--- config.mk ---
export PLATFORM = sky130hd
export DESIGN_NAME = instr_prefetch_queue
export DESIGN_NICKNAME = d
export VERILOG_FILES = /design/src/rtl/instr_prefetch_queue_pkg.sv /design/src/rtl/instr_prefetch_queue_fetch_fifo.sv /design/src/rtl/instr_prefetch_queue.sv
export SDC_FILE = /design/constraint.sdc
export NUM_CORES = 1
export LEC_CHECK = 0
export CAP_MARGIN = 10
export CORE_ASPECT_RATIO = 0.5
export CORE_MARGIN = 1
export CORE_UTILIZATION = 56
export CTS_CLUSTER_SIZE = 24
export DETAILED_ROUTE_END_ITERATION = 10
export PLACE_DENSITY = 0.8
export REMOVE_ABC_BUFFERS = 1
export SYNTH_ARGS = -nofsm -noshare
export SYNTH_HDL_FRONTEND = slang
export SYNTH_SLANG_ARGS = --single-unit
--- constraint.sdc ---
create_clock -name clk -period 2.4 [get_ports clk]
set_input_delay 0.48 -clock clk [delete_from_list [all_inputs] [get_ports clk]]
set_output_delay 0.48 -clock clk [all_outputs]
set_load 0.005 [all_outputs]
--- src/rtl/instr_prefetch_queue_pkg.sv ---
// Shared types and constants for the instruction prefetch queue and the fetch stage.
package instr_prefetch_queue_pkg;

  localparam int unsigned ADDR_W = 16;

  // Also used by the fetch stage's kill path, so keep the value in one place.
  localparam logic [ADDR_W-1:0] NOOP_INSTR = 16'hFFFF;

  typedef enum logic [1:0] {
    ST_IDLE    = 2'd0,
    ST_WAIT    = 2'd1,
    ST_DISCARD = 2'd2
  } fetch_state_e;

  typedef struct packed {
    logic [ADDR_W-1:0] addr;
    logic [ADDR_W-1:0] instr;
  } q_entry_t;

  function automatic logic [ADDR_W-1:0] addr_inc(input logic [ADDR_W-1:0] a);
    return a + ADDR_W'(1);
  endfunction

endpackage

--- src/rtl/instr_prefetch_queue_fetch_fifo.sv ---
// DEPTH-entry circular buffer of {addr, instr} pairs with flush and async reset.
module fetch_fifo
  import instr_prefetch_queue_pkg::*;
#(
  parameter int unsigned DEPTH = 4
) (
  input  logic                     clk,
  input  logic                     reset,
  input  logic                     push_i,
  input  q_entry_t                 push_data_i,
  input  logic                     pop_i,
  input  logic                     flush_i,
  output logic                     valid_o,
  output q_entry_t                 head_o,
  output logic [$clog2(DEPTH):0]   count_o,
  output logic [$clog2(DEPTH):0]   count_next_o
);

  localparam int unsigned PW = $clog2(DEPTH);
  localparam int unsigned CW = PW + 1;

  q_entry_t        mem_q [DEPTH];
  logic [PW-1:0]   head_q, tail_q;
  logic [CW-1:0]   count_q, count_d;
  logic            pop_eff;

  // A pop against an empty queue is ignored rather than underflowing.
  assign pop_eff = pop_i && (count_q != '0);

  always_comb begin
    count_d = count_q;
    if (push_i && !pop_eff) begin
      count_d = count_q + CW'(1);
    end else if (!push_i && pop_eff) begin
      count_d = count_q - CW'(1);
    end
  end

  always_ff @(posedge clk or posedge reset) begin
    if (reset) begin
      head_q  <= '0;
      tail_q  <= '0;
      count_q <= '0;
    end else if (flush_i) begin
      head_q  <= '0;
      tail_q  <= '0;
      count_q <= '0;
    end else begin
      if (push_i) begin
        tail_q <= tail_q + PW'(1);
      end
      if (pop_eff) begin
        head_q <= head_q + PW'(1);
      end
      count_q <= count_d;
    end
  end

  always_ff @(posedge clk) begin
    if (push_i && !flush_i) begin
      mem_q[tail_q] <= push_data_i;
    end
  end

  assign valid_o      = (count_q != '0);
  assign head_o       = mem_q[head_q];
  assign count_o      = count_q;
  assign count_next_o = count_d;

endmodule

--- src/rtl/instr_prefetch_queue.sv ---
// Sequential instruction prefetcher: req/ack fetch FSM feeding a small circular queue.
module instr_prefetch_queue
  import instr_prefetch_queue_pkg::*;
#(
  parameter int unsigned       DEPTH    = 4,
  parameter logic [ADDR_W-1:0] RESET_PC = 16'h0000
) (
  input  logic                   clk,
  input  logic                   reset,
  output logic                   imem_req,
  output logic [ADDR_W-1:0]      imem_addr,
  input  logic                   imem_ack,
  input  logic [ADDR_W-1:0]      imem_rdata,
  input  logic                   consume,
  input  logic                   redirect,
  input  logic [ADDR_W-1:0]      redirect_pc,
  output logic                   instr_valid,
  output logic [ADDR_W-1:0]      instr_out,
  output logic [ADDR_W-1:0]      instr_addr_out,
  output logic [$clog2(DEPTH):0] count
);

  localparam int unsigned   CW      = $clog2(DEPTH) + 1;
  localparam logic [CW-1:0] DEPTH_C = CW'(DEPTH);

  fetch_state_e      state_q;
  logic              req_q;
  logic [ADDR_W-1:0] req_addr_q;
  logic [ADDR_W-1:0] next_pc_q;

  logic              push, pop, flush;
  q_entry_t          push_data, head;
  logic              fifo_valid;
  logic [CW-1:0]     fifo_count, fifo_count_next;

  // Redirect outranks both the write of a returning word and a consume.
  assign push      = (state_q == ST_WAIT) && imem_ack && !redirect;
  assign pop       = consume;
  assign flush     = redirect;
  assign push_data = '{addr: req_addr_q, instr: imem_rdata};

  fetch_fifo #(
    .DEPTH (DEPTH)
  ) u_fifo (
    .clk          (clk),
    .reset        (reset),
    .push_i       (push),
    .push_data_i  (push_data),
    .pop_i        (pop),
    .flush_i      (flush),
    .valid_o      (fifo_valid),
    .head_o       (head),
    .count_o      (fifo_count),
    .count_next_o (fifo_count_next)
  );

  always_ff @(posedge clk or posedge reset) begin
    if (reset) begin
      state_q    <= ST_IDLE;
      req_q      <= 1'b0;
      req_addr_q <= '0;
      next_pc_q  <= RESET_PC;
    end else begin
      case (state_q)
        ST_IDLE: begin
          if (redirect) begin
            next_pc_q <= redirect_pc;
          end else if (fifo_count < DEPTH_C) begin
            state_q    <= ST_WAIT;
            req_q      <= 1'b1;
            req_addr_q <= next_pc_q;
          end
        end
        ST_WAIT: begin
          if (redirect) begin
            next_pc_q <= redirect_pc;
            if (imem_ack) begin
              state_q <= ST_IDLE;
              req_q   <= 1'b0;
            end else begin
              state_q <= ST_DISCARD;
            end
          end else if (imem_ack) begin
            next_pc_q <= addr_inc(req_addr_q);
            // Chain the next sequential request without an idle bubble when room remains.
            if (fifo_count_next < DEPTH_C) begin
              req_addr_q <= addr_inc(req_addr_q);
            end else begin
              state_q <= ST_IDLE;
              req_q   <= 1'b0;
            end
          end
        end
        ST_DISCARD: begin
          if (redirect) begin
            next_pc_q <= redirect_pc;
          end
          if (imem_ack) begin
            state_q <= ST_IDLE;
            req_q   <= 1'b0;
          end
        end
        default: begin
          state_q <= ST_IDLE;
          req_q   <= 1'b0;
        end
      endcase
    end
  end

  assign imem_req       = req_q;
  assign imem_addr      = req_addr_q;
  assign instr_valid    = fifo_valid;
  assign instr_out      = fifo_valid ? head.instr : NOOP_INSTR;
  assign instr_addr_out = fifo_valid ? head.addr  : '0;
  assign count          = fifo_count;

endmodule

-- After elaboration in Yosys (flattened, before gate mapping)
Memory sizes are Yosys's and may differ from the RTL's.
Cells that the tools add are included.
- register bits after elaboration: 42
- bits of input ports: 37
- output and inout bits: 53
- memories: 1
- RAM bits: 128
- logic and storage cells: 82
- equality and inequality tests: 11
- multiplexer cells: 36
- $lt $le $gt $ge: 2
- reductions and logical operators: 20
- add/subtract/negate cells: 5
- memory list (name ; depth ; bits a word ; read ports ; clocked after Yosys merged registers in ; write ports ; line ; source):
    u_fifo.mem_q ; 4 ; 32 ; 1 ; 0 ; 1 ; instr_prefetch_queue_fetch_fifo.sv:22 ; q_entry_t mem_q [DEPTH];
- operators with widths (cell ; count):
    $mux 16 ; 10
    $pmux 16 s2 ; 2
    $mux 2 ; 11
    $add 16x1->16 const B ; 1
    $ne 2x2->1 const B ; 5
    $mux 3 ; 3
    $mux 1 ; 8
    $reduce_bool 2->1 ; 4
    $logic_and 1x1->1 ; 6
    $lt 3x3->1 const B ; 2
    $ne 3x3->1 const B ; 2
    $pmux 2 s3 ; 1
    $reduce_and 6->1 ; 1
    $reduce_and 5->1 ; 1
    $add 2x1->2 const B ; 2
    $ne 2x1->1 const B ; 2
    $reduce_and 4->1 ; 1
    $add 3x1->3 const B ; 1
    $logic_not 1->1 ; 3
    $pmux 1 s3 ; 1
    $reduce_and 3->1 ; 1
    $reduce_bool 3->1 ; 1
    $sub 3x1->3 const B ; 1
    $eq 2x1->1 const B ; 1
    other kinds (3) ; 3

-- Longest topological paths before layout
Gate-level depths: netlist of run 1.
- depth in word-level cells: 12
- gate-level depth with buffers: 8

-- Hierarchy
Synthesis of run 1 repeated with hierarchy kept, for this count alone.
- cells, all modules: 505
- area, all modules: 7477.2 µm²
- modules (own cells, without submodules) (module ; times used ; cells an instance ; area each (µm²) ; seq. area each (µm²)):
    fetch_fifo ; 1 ; 227 ; 5165.0 ; 4018.9
    instr_prefetch_queue ; 1 ; 278 ; 2312.2 ; 875.8

-- Worst setup path before layout of run 1
OpenSTA, ideal clock, no wires.
- path kind: input to register
- from: input port imem_ack
- to: memory u_fifo.mem_q[0][0] in the netlist's numbering, enable pin
- path buffers: 1
- setup slack: 0.243 ns
- data required time: 2.008 ns
- data arrival time: 1.765 ns
- stages: 3
- path through: buf_2 and4bb_1 and2_1
- cells in the longest elaborated chain, start to end: 5
- RTL lines (element ; line ; source):
    start: declaration ; instr_prefetch_queue.sv:12 ; input logic imem_ack,
    $logic_and 1x1->1 (2 in series) ; instr_prefetch_queue.sv:37 ; assign push = (state_q == ST_WAIT) && imem_ack && !redirect;
    $logic_and 1x1->1 ; instr_prefetch_queue_fetch_fifo.sv:60 ; if (push_i && !flush_i) begin
    $mux 1 ; instr_prefetch_queue_fetch_fifo.sv:60 ;
    $mux 1 (implied by the code) ; instr_prefetch_queue_fetch_fifo.sv:61 ; mem_q[tail_q] <= push_data_i;
    end: declaration ; instr_prefetch_queue_fetch_fifo.sv:22 ;
Every way passes these cells.

-- Worst setup path in the final report of run 1
- from: register u_fifo.head_q[0]
- to: output port instr_addr_out[8]
- cells in the longest elaborated chain, start to end: 2
- RTL lines (element ; line ; source):
    start: declaration ; instr_prefetch_queue_fetch_fifo.sv:23 ; logic [PW-1:0] head_q, tail_q;
    start signal: assignment ; instr_prefetch_queue_fetch_fifo.sv:53 ; head_q <= head_q + PW'(1);
    $mem_v2 4x32 ; -- ;
    $mux 16 ; instr_prefetch_queue.sv:115 ; assign instr_addr_out = fifo_valid ? head.addr : '0;
    end: declaration ; instr_prefetch_queue.sv:19 ; output logic [ADDR_W-1:0] instr_addr_out,
Every way passes these cells.

==> summary.txt, run 1 <==
status - complete, but fails checks
failing checks - setup timing
CTS Sinks - 170
die area - 13700 µm²
drc violations - 0
Pre-Repair DR Iteration Count - 5
P&R area growth vs syn - 28.9%
CP max FO - 5
gr ovfl total - 0
Yosys top cell area share - 52.0%
PD cells - 1200 nW/µm²
Main synth FF type - edfxtp_1
io pins - 90
Crit Path Class - reg -> out
layout cell share with drive strength beyond 1 - 28.7%
Max Clk Rate - 0.405 GHz
Leak Pwr - 3.45 nW
final WL - 17000 µm
combinational group share of total power - 39.1%
Final min period - 2.47 ns
final worst path period share - 103%
Worst Slack Setup Final - -0.0692 ns
endpoints failing hold - 0
aggregate negative setup slack - -0.921 ns
dpl ws - 0.0473 ns
# rows - 29
number of synthesized register bits - 170
area leader, netlist - edfxtp_1
GRT Util Overall - 26.4%
clock share of power - 23.4%
TritonCTS clock tree - built
largest cells by area after synthesis - edfxtp_1 (52%), dfrtp_1 (14%), mux4_2 (9.7%), nand2_1 (2.3%), o21ai_0 (1.9%)
worst skew pair latency - 0.43 ns
Antenna Nets Post-Route - 0
post-DP HPWL - 9510 µm
port bufs - 89
Vias per Instance - 5.79
Initial Util - 57.9%
Synth cell types - 47
worst hold path type - in -> async
Syn Area/Cell - 14.6 µm²
CP startpoint kind - flop
Final Slew Violations - 0
Post-synth top cells - edfxtp_1 (128), nand2_1 (45), dfrtp_1 (42)
largest net degree at the start of global routing - 43
DR iter-0 viols - 294
CTS root buffer - clkbuf_16
Seq pwr share - 37.5%
Clock transition at path regs - 0.07 ns
Max H-tree Level - 4
number of max-cap violations - 0
first-pass GRT wire length - 26200 µm
maximum VDD drop - 0.000594 V
nets - 674
reg2reg path depth - 7
GR Util met3 - 5.54%
routability cong. - 0.827
final core occ - 74.6%
Post-Syn Instances - 505
vias in the first global route - 4780
met2 usage - 45.0%
WL/cell - 20.9 µm
Worst EP required - 1.92 ns
critical path startpoint - u_fifo.head_q[0]
final setup fails - 19
Slew headroom - 66.6%
DIE WIDTH - 165 µm
Fill cells - 785
clk buf depth - 2
switching pwr - 3.82 mW
busiest grt layer - met2
WP data arrival - 1.99 ns
DR vias - 4693
Synth Cell Area - 7390 µm²
Antenna Cells - 0
Min Hold Slack - 0.415 ns
Sw Share - 33.3%
RSZ-0062 raised after global routing - yes
asr flop ratio synth - 24.7%
Total Power - 11.5 mW
endpoint class of the critical path - output pin
initial antenna violation count - 0
most numerous cell in the Yosys netlist - edfxtp_1
number of enable flip-flop cells after synthesis - 128
core area - 12800 µm²
yosys warns - 0
CTS Buf Count - 17
GR Util met1 - 33.8%
Layout Skew - 0.0113 ns
post-synthesis sequential area ratio - 66.2%
Worst Tran Pin Value - 0.501 ns
cell-internal power - 7.64 mW
die height - 83.3 µm
origin of the critical flop-to-flop path - u_fifo.count_o[0]
-- repair_timing --
item                       CTS  global route
pin swaps                   17             9
hold buffers                 0             0
setup endpoints to repair   33            33
buffers inserted            16             3
resized for setup          178            20
gates cloned                 2             0
-- per-layer routing --
metal | routed length [µm] | share of wire [%]
met4 | 246 | 1.5
met1 | 7070 | 42
met3 | 930 | 5.5
met5 | 0 | 0
met2 | 8710 | 51
-- worst paths after layout --
| kind | endpoint | slack (ns) |
|---|---|---|
| worst max-delay path | instr_addr_out[8] | -0.07 |
| worst min-delay path | u_fifo.count_o[2] | 0.41 |
| worst max register to register | imem_addr[15] | 0.39 |
| max in group asynchronous | u_fifo.head_q[0] | 1.77 |
| worst min register to register | next_pc_q[12] | 0.48 |
| min in group clk | next_pc_q[12] | 0.48 |
-- sequential cells by signal, indices dropped and copies added (netlist names) --
| name | flops |
|---|---|
| imem_addr | 16 |
| imem_req | 1 |
| next_pc_q | 16 |
| state_q | 2 |
| u_fifo.count_o | 3 |
| u_fifo.head_q | 2 |
| u_fifo.mem_q | 128 |
| u_fifo.tail_q | 2 |
-- cells by family (layout without fill, tap and decap cells) --
kind of cell,after synthesis,after routing,synth area share (%)
multiplexers,43,43,11.2
AO/OA/AOI/OAI,72,72,5.48
AND/OR/NAND/NOR,155,155,11.0
buffers and inverters,38,174,2.49
XOR/XNOR,19,19,2.25
flip-flops,170,170,66.2
adder cells (fa/ha/maj),8,8,1.35
-- power by group through the flow --
stage | Clock, mW | Sequential, mW | Combinational, mW
global placement | 0 | 4.28 | 3.72
finish | 2.68 | 4.30 | 4.48
global route | 2.80 | 4.36 | 4.85
floorplan | 0 | 4.31 | 1.84
CTS | 2.68 | 4.28 | 4.42
detailed placement | 0 | 4.33 | 3.81
-- area by class of cell --
cell class	instances	area, µm²	share of cell area [%]
multi-input combinational	297	2390	25.1
inverter	6	25.0	0.263
clock buffer	17	425	4.46
tap	170	213	2.23
sequential	170	4900	51.4
timing repair buffer	137	1420	14.9
clock inverter	14	161	1.69
-- critical path: stages, from the launching register on --
cell	delay, ns
dfrtp_2	0.43
buf_6	0.13
buf_8	0.12
buf_6	0.10
mux4_2	0.50
and2_4	0.18
buf_6	0.11
-- cells in the final DEF (no fill, tap or decap), types with 5 or more instances in the layout --
| master | Yosys | routed |
|---|---|---|
| edfxtp_1 | 128 | 128 |
| clkdlybuf4s50_1 | 0 | 57 |
| nand2_1 | 45 | 45 |
| dfrtp_1 | 42 | 41 |
| mux4_2 | 32 | 32 |
| buf_6 | 3 | 31 |
| o21ai_0 | 28 | 28 |
| buf_4 | 1 | 28 |
| a21oi_1 | 26 | 26 |
| nor2_1 | 25 | 25 |
| clkbuf_16 | 0 | 17 |
| and2_4 | 1 | 13 |
| or2_4 | 0 | 13 |
| nand3_1 | 12 | 12 |
| mux2i_1 | 11 | 11 |
| buf_12 | 0 | 11 |
| xnor2_1 | 10 | 10 |
| xor2_1 | 9 | 9 |
| ha_1 | 8 | 8 |
| buf_2 | 10 | 8 |
| nand4_1 | 7 | 7 |
| nand2b_1 | 5 | 5 |
| inv_1 | 6 | 5 |
-- metrics by stage --
stage,instances,cell area [µm²]
floorplan,473,7230
global placement,765,8700
detailed placement,765,8700
CTS,813,9530
global route,811,9530
finish,811,9530
Power figures use the tool's default switching activity.
==> run 2, diff against run 1 <==
--- a/config.mk
+++ b/config.mk
@@ -7,7 +7,7 @@
 export LEC_CHECK = 0
 export CAP_MARGIN = 10
 export CORE_ASPECT_RATIO = 0.5
-export CORE_MARGIN = 1
+export CORE_MARGIN = 5
 export CORE_UTILIZATION = 56
 export CTS_CLUSTER_SIZE = 24
 export DETAILED_ROUTE_END_ITERATION = 10
==> summary.txt, run 2 (same netlist as run 1, synthesis figures left out) <==
DIE WIDTH - 173 µm (+4.9%)
Antenna Nets Post-Route - 0 (unchanged)
max incr delay on CP - 0.42 ns (-0.08 ns)
status - complete, but fails checks
nets - 683 (+1.3%)
final setup fails - 17 (-2)
CTS root buffer - clkbuf_16
CTS Sinks - 170 (unchanged)
CP startpoint kind - flop
DR vias - 4782 (+1.9%)
WP data arrival - 2.04 ns (+0.05 ns)
Clock transition at path regs - 0.07 ns (about the same)
vias in the first global route - 4938 (+3.3%)
Total Power - 11.8 mW (+3.0%)
endpoint class of the critical path - output pin
endpoints failing hold - 0 (unchanged)
TritonCTS clock tree - built
final core occ - 75.5% (+0.91 points)
initial antenna violation count - 0 (unchanged)
area of the multi-input gates - 2420 µm² (+1.2%)
clk buf depth - 2 (unchanged)
met2 wire len - 9190 µm (+5.4%)
Antenna Cells - 0 (unchanged)
routed wl met3 - 1010 µm (+8.6%)
most frequent cells in the layout - edfxtp_1 (128), clkdlybuf4s50_1 (57), nand2_1 (45), buf_6 (44), dfrtp_1 (41)
Layout Skew - 0.0145 ns (+0.00320 ns)
Worst EP required - 1.92 ns (about the same)
# rows - 29 (unchanged)
CTS Buf Count - 17 (unchanged)
buffers and inverters on the worst path - 4 (unchanged)
GRT Util Overall - 22.7% (-3.7 points)
crit path cell chain - buf_12 -> buf_12 -> buf_6 -> mux4_2 -> or2_4 -> buf_6
r2r setup slk - 0.22 ns (-0.17 ns)
port bufs - 89 (unchanged)
layout cell share with drive strength beyond 1 - 30.4% (+1.7 points)
Worst Slack Setup Final - -0.118 ns (-0.0486 ns)
post-DP HPWL - 10000 µm (+5.6%)
die height - 91.3 µm (+9.6%)
failing checks - setup timing
max reg flops - 128 (unchanged)
Slew headroom - 63.6% (-3.0 points)
M1 wire length - 7170 µm (+1.5%)
maximum VDD drop - 0.000559 V (-5.8%)
max layer used - met4
io pins - 90 (unchanged)
routability cong. - 0.806 (-2.5%)
Final Slew Violations - 0 (unchanged)
Worst Tran Pin Value - 0.546 ns (+0.0457 ns)
Pre-Repair DR Iteration Count - 5 (unchanged)
gr ovfl total - 0 (unchanged)
die area - 15700 µm² (+15%)
largest net degree at the start of global routing - 43 (unchanged)
Vias per Instance - 5.82 (+0.66%)
worst hold path type - in -> async
PD cells - 1220 nW/µm² (+1.5%)
Crit Path Class - reg -> out
commonest non-fill, non-tap cell in the layout - edfxtp_1
Max Clk Rate - 0.397 GHz (-1.9%)
most flop-heavy register - u_fifo.mem_q
DR iter-0 viols - 537 (+83%)
final worst path period share - 105% (+2.0 points)
WL/cell - 21.6 µm (+3.3%)
drc violations - 0 (unchanged)
core area - 12800 µm² (+0.28%)
number of max-cap violations - 0 (unchanged)
P&R area growth vs syn - 30.8%
Worst path slowest cell - mux4_2
Max H-tree Level - 4 (unchanged)
CP max FO - 6 (+1)
Leak Pwr - 3.50 nW (+1.7%)
worst skew pair latency - 0.43 ns (about the same)
Initial Util - 57.7% (-0.16 points)
first-pass GRT wire length - 27500 µm (+5.0%)
RSZ-0062 raised after global routing - yes
Fill cells - 759 (-3.3%)
Final min period - 2.52 ns (+0.0486 ns)
Reg area - 4900 µm² (unchanged)
final WL - 17700 µm (+4.6%)
family with the most delay on the worst path - buffers and inverters
## run 2: cell types whose count changed in the layout (fill, tap and decap cells not counted), sizes merged
cell / before / now
buf: 80 / 89
clkinv: 7 / 2
clkinvlp: 1 / 4
inv: 12 / 14
clkbuf: 17 / 18
## run 2: timing repair
action,in CTS,in global routing
endpoints found under the setup margin,33,33
hold buffers,0,0
resized for setup,205,11
cloned,2,0
buffers inserted,27,3
pin swaps,17,5
## run 2: per-stage QoR
step | std cells | area (µm²) | TNS (ns) | hold WS, ns | worst slack (ns)
2_1_floorplan | 473 | 7230 | -11.53 | 0.445 | -0.417
3_3_place_gp | 763 | 8700 | 0 | 0.459 | 0.109
3_5_place_dp | 763 | 8700 | 0 | 0.467 | 0.0257
4_1_cts | 822 | 9670 | -3.16 | 0.413 | -0.164
5_1_grt | 821 | 9680 | -1.84 | 0.441 | -0.150
6_report | 821 | 9680 | -0.611 | 0.413 | -0.118
## run 2: path summary, 6_finish.rpt
path                                   start          endpoint  depth (start not counted)
min reg2reg                     next_pc_q[6]      next_pc_q[6]                          2
min                                    reset      next_pc_q[3]                          3
min in group clk                next_pc_q[6]      next_pc_q[6]                          2
max                         u_fifo.head_q[0]      instr_out[5]                          6
max reg2reg                u_fifo.count_o[0]     imem_addr[15]                          8
max in group asynchronous              reset  u_fifo.head_q[0]                          3
## run 2: layout make-up
cell class,instances,share of cell area [%]
Inverter,6,0.233
Timing Repair Buffer,146,16.2
Tap cell,170,2.20
Sequential cell,170,50.6
Clock inverter,14,1.32
Clock buffer,18,4.44
Multi-Input combinational cell,297,25.0
## run 2: metal layers
metal	global-route usage, %	vias to the layer above
met4	9.10	0
met1	29.5	2405
met5	0	-
met3	3.61	28
li1	-	2161
met2	39.0	188
## run 2: report_power, final
group	total, mW	internal [mW]	switching (mW)	leakage, nW
clock network	2.65	1.37	1.29	0.261
logic	4.83	2.80	2.03	1.58
registers	4.32	3.72	0.599	1.66
total	11.8	7.89	3.92	3.50
## run 2: worst register-to-register path: stages (launching register included)
cell	delay, ns
dfrtp_1	0.40
buf_4	0.13
buf_4	0.13
ha_1	0.23
nor2b_1	0.14
a221o_1	0.39
and2_4	0.24
nor4_1	0.31
nor3_1	0.09
==> RTL edit: new RTL, config.mk and constraints of run 1 <==
The package constant `ADDR_W` goes from 16 to 17.
--- a/src/rtl/instr_prefetch_queue_pkg.sv
+++ b/src/rtl/instr_prefetch_queue_pkg.sv
@@ -1,7 +1,7 @@
 // Shared types and constants for the instruction prefetch queue and the fetch stage.
 package instr_prefetch_queue_pkg;
 
-  localparam int unsigned ADDR_W = 16;
+  localparam int unsigned ADDR_W = 17;
 
   // Also used by the fetch stage's kill path, so keep the value in one place.
   localparam logic [ADDR_W-1:0] NOOP_INSTR = 16'hFFFF;
Interface: changed (5 resized); port bits go from 90 to 95. The function was not compared with the original's and may differ.
==> RTL edit against run 1 <==
The run still ends with negative setup slack left. Routed wire length grew 8.1%. Count of clock-buffer cells in the layout grew 1. Global-route usage grew 0.20 points. Final cell count grew 9.2%. Final area grew 9.4%. Power grew 5.1%. Area after synthesis grew 5.8%. Sequential cell count grew 10. Maximum frequency shrank 2.5%. Worst setup slack lost 0.063 ns. Critical path depth is the same. Worst hold slack lost 0.011 ns. Sequential power grew 2%. Sequential share of layout area shrank 1.6 points. Critical path type unchanged.
==> RTL edit: results (changes against run 1) <==
[status]
status=finished, violations left
violations=negative setup slack

[yosys]
synth.area.top_cells=edfxtp_1 52%, dfrtp_1 14%, mux4_2 9.8%, o22a_1 1.9%, and2_1 1.8%
synthTopCellsByCount=136 x edfxtp_1, 44 x dfrtp_1, 34 x mux4_2
synth_edf_count=136  ; +6.3%
synth_seq_area_share_pct=66.3  ; +0.090 points
synthArstFlopShare_pct=24.4  ; -0.26 points
avgSynthCellArea_sq_um=15.1  ; +3.1%

[cells_and_area]
fillerInstances=757  ; -3.6%
final_cells=886  ; +9.2%
design_area_sq_um=10400  ; +9.4%
num_antenna_cells=0  ; unchanged
largest_reg_flops=136  ; +6.3%
drive_gt1_share_pct=32.6  ; +3.9 points

[setup_path]
crit_arrival_ns=2.05  ; +0.06 ns
crit_family=buffers and inverters
crit_path_max_fanout=7  ; +2
r2r-start=imem_addr[1]

[global_routing]
met3_usage_pct=5.58  ; +0.039 points
grt_use_met1_pct=37.7  ; +3.9 points
grt.total_usage_pct=26.6  ; +0.20 points
grt_max_degree=48  ; +12%
grt_util_met2_pct=42.1  ; -2.9 points
grt_pass1_wl_um=28200  ; +7.4%
first_global_vias=5052  ; +5.7%

[min_path]
min_path_type=input pin to asynchronous set/reset pin

[pwr]
leakage_nw=3.78  ; +9.5%
irDropWorstVdd_v=0.000530  ; -11%

[drt]
drtIter0Drc=600  ; +100%
avgViaCountPerCell=5.70  ; -1.4%
wl_per_cell_um=20.7  ; -1.0%

[sta]
fin_skew_ns=0.0131  ; +0.00172 ns
setup_tns_ns=-2.16  ; -1.23 ns
setup_ws_ns=-0.132  ; -0.0626 ns
timing.slew.headroom_pct=69.7  ; +3.1 points
setup_viol=29  ; +10

[placed_design]
port_buffers=94  ; +5.6%
placed_area_sq_um=9340  ; +7.3%
dp.final_hpwl_um=10200  ; +7.3%
dpl_worst_slack_ns=0.0484  ; +0.00105 ns
dp.cells=813  ; +6.3%
gp_congestion=0.783  ; -5.2%

-- RTL edit: cell count changes after synthesis, moves of 7 or more --
cell	change
nand2_1	-20
o21ai_1	+11
or2_2	-10
edfxtp_1	+8
or2_1	+10
o21ai_0	-18
a32oi_1	+7
o22a_1	+15
buf_2	+7
-- RTL edit: power breakdown --
group | internal, mW | total [mW] | leakage, nW | switching, mW
Combinational | 2.86 | 4.86 | 1.73 | 2.00
Sequential | 3.89 | 4.39 | 1.75 | 0.503
Clock | 1.49 | 2.80 | 0.291 | 1.32
-- RTL edit: layout make-up --
cell class              count  area share, %
inverters                  12          0.432
well taps                 192           2.30
repair buffers            177           17.7
clock inverters            14           1.56
clock buffers              18           4.12
flip-flops and latches    180           49.7
multi-input cells         293           24.2
-- RTL edit: timing repair --
action / in CTS / in global routing
resized for setup: 189 / 34
gates cloned: 2 / 1
pin swaps: 23 / 9
buffers inserted: 33 / 10
endpoints found under the setup margin: 35 / 34
-- RTL edit: kinds of logic after synthesis --
family	synth area share, %
simple gates	9.33
fa+ha+maj	1.28
compound gates	7.74
xor+xnor	2.24
mux	10.6
buf+inv	2.58
flops	66.3
-- RTL edit: final timing paths --
| kind | to | slack [ns] | depth (start not counted) |
|---|---|---|---|
| min in group clk | next_pc_q[4] | 0.49 | 1 |
| hold reg to reg | next_pc_q[4] | 0.49 | 1 |
| setup reg to reg | imem_addr[12] | 0.36 | 6 |
| max in group asynchronous | next_pc_q[10] | 1.40 | 4 |
| hold / removal | imem_addr[9] | 0.40 | 3 |
| setup / recovery | instr_addr_out[13] | -0.13 | 6 |
-- RTL edit: per-layer routing --
layer	vias to the layer above	wire length [um]
met5	-	0
met1	2533	7800
met3	24	1240
li1	2290	-
met2	206	9050
met4	0	246
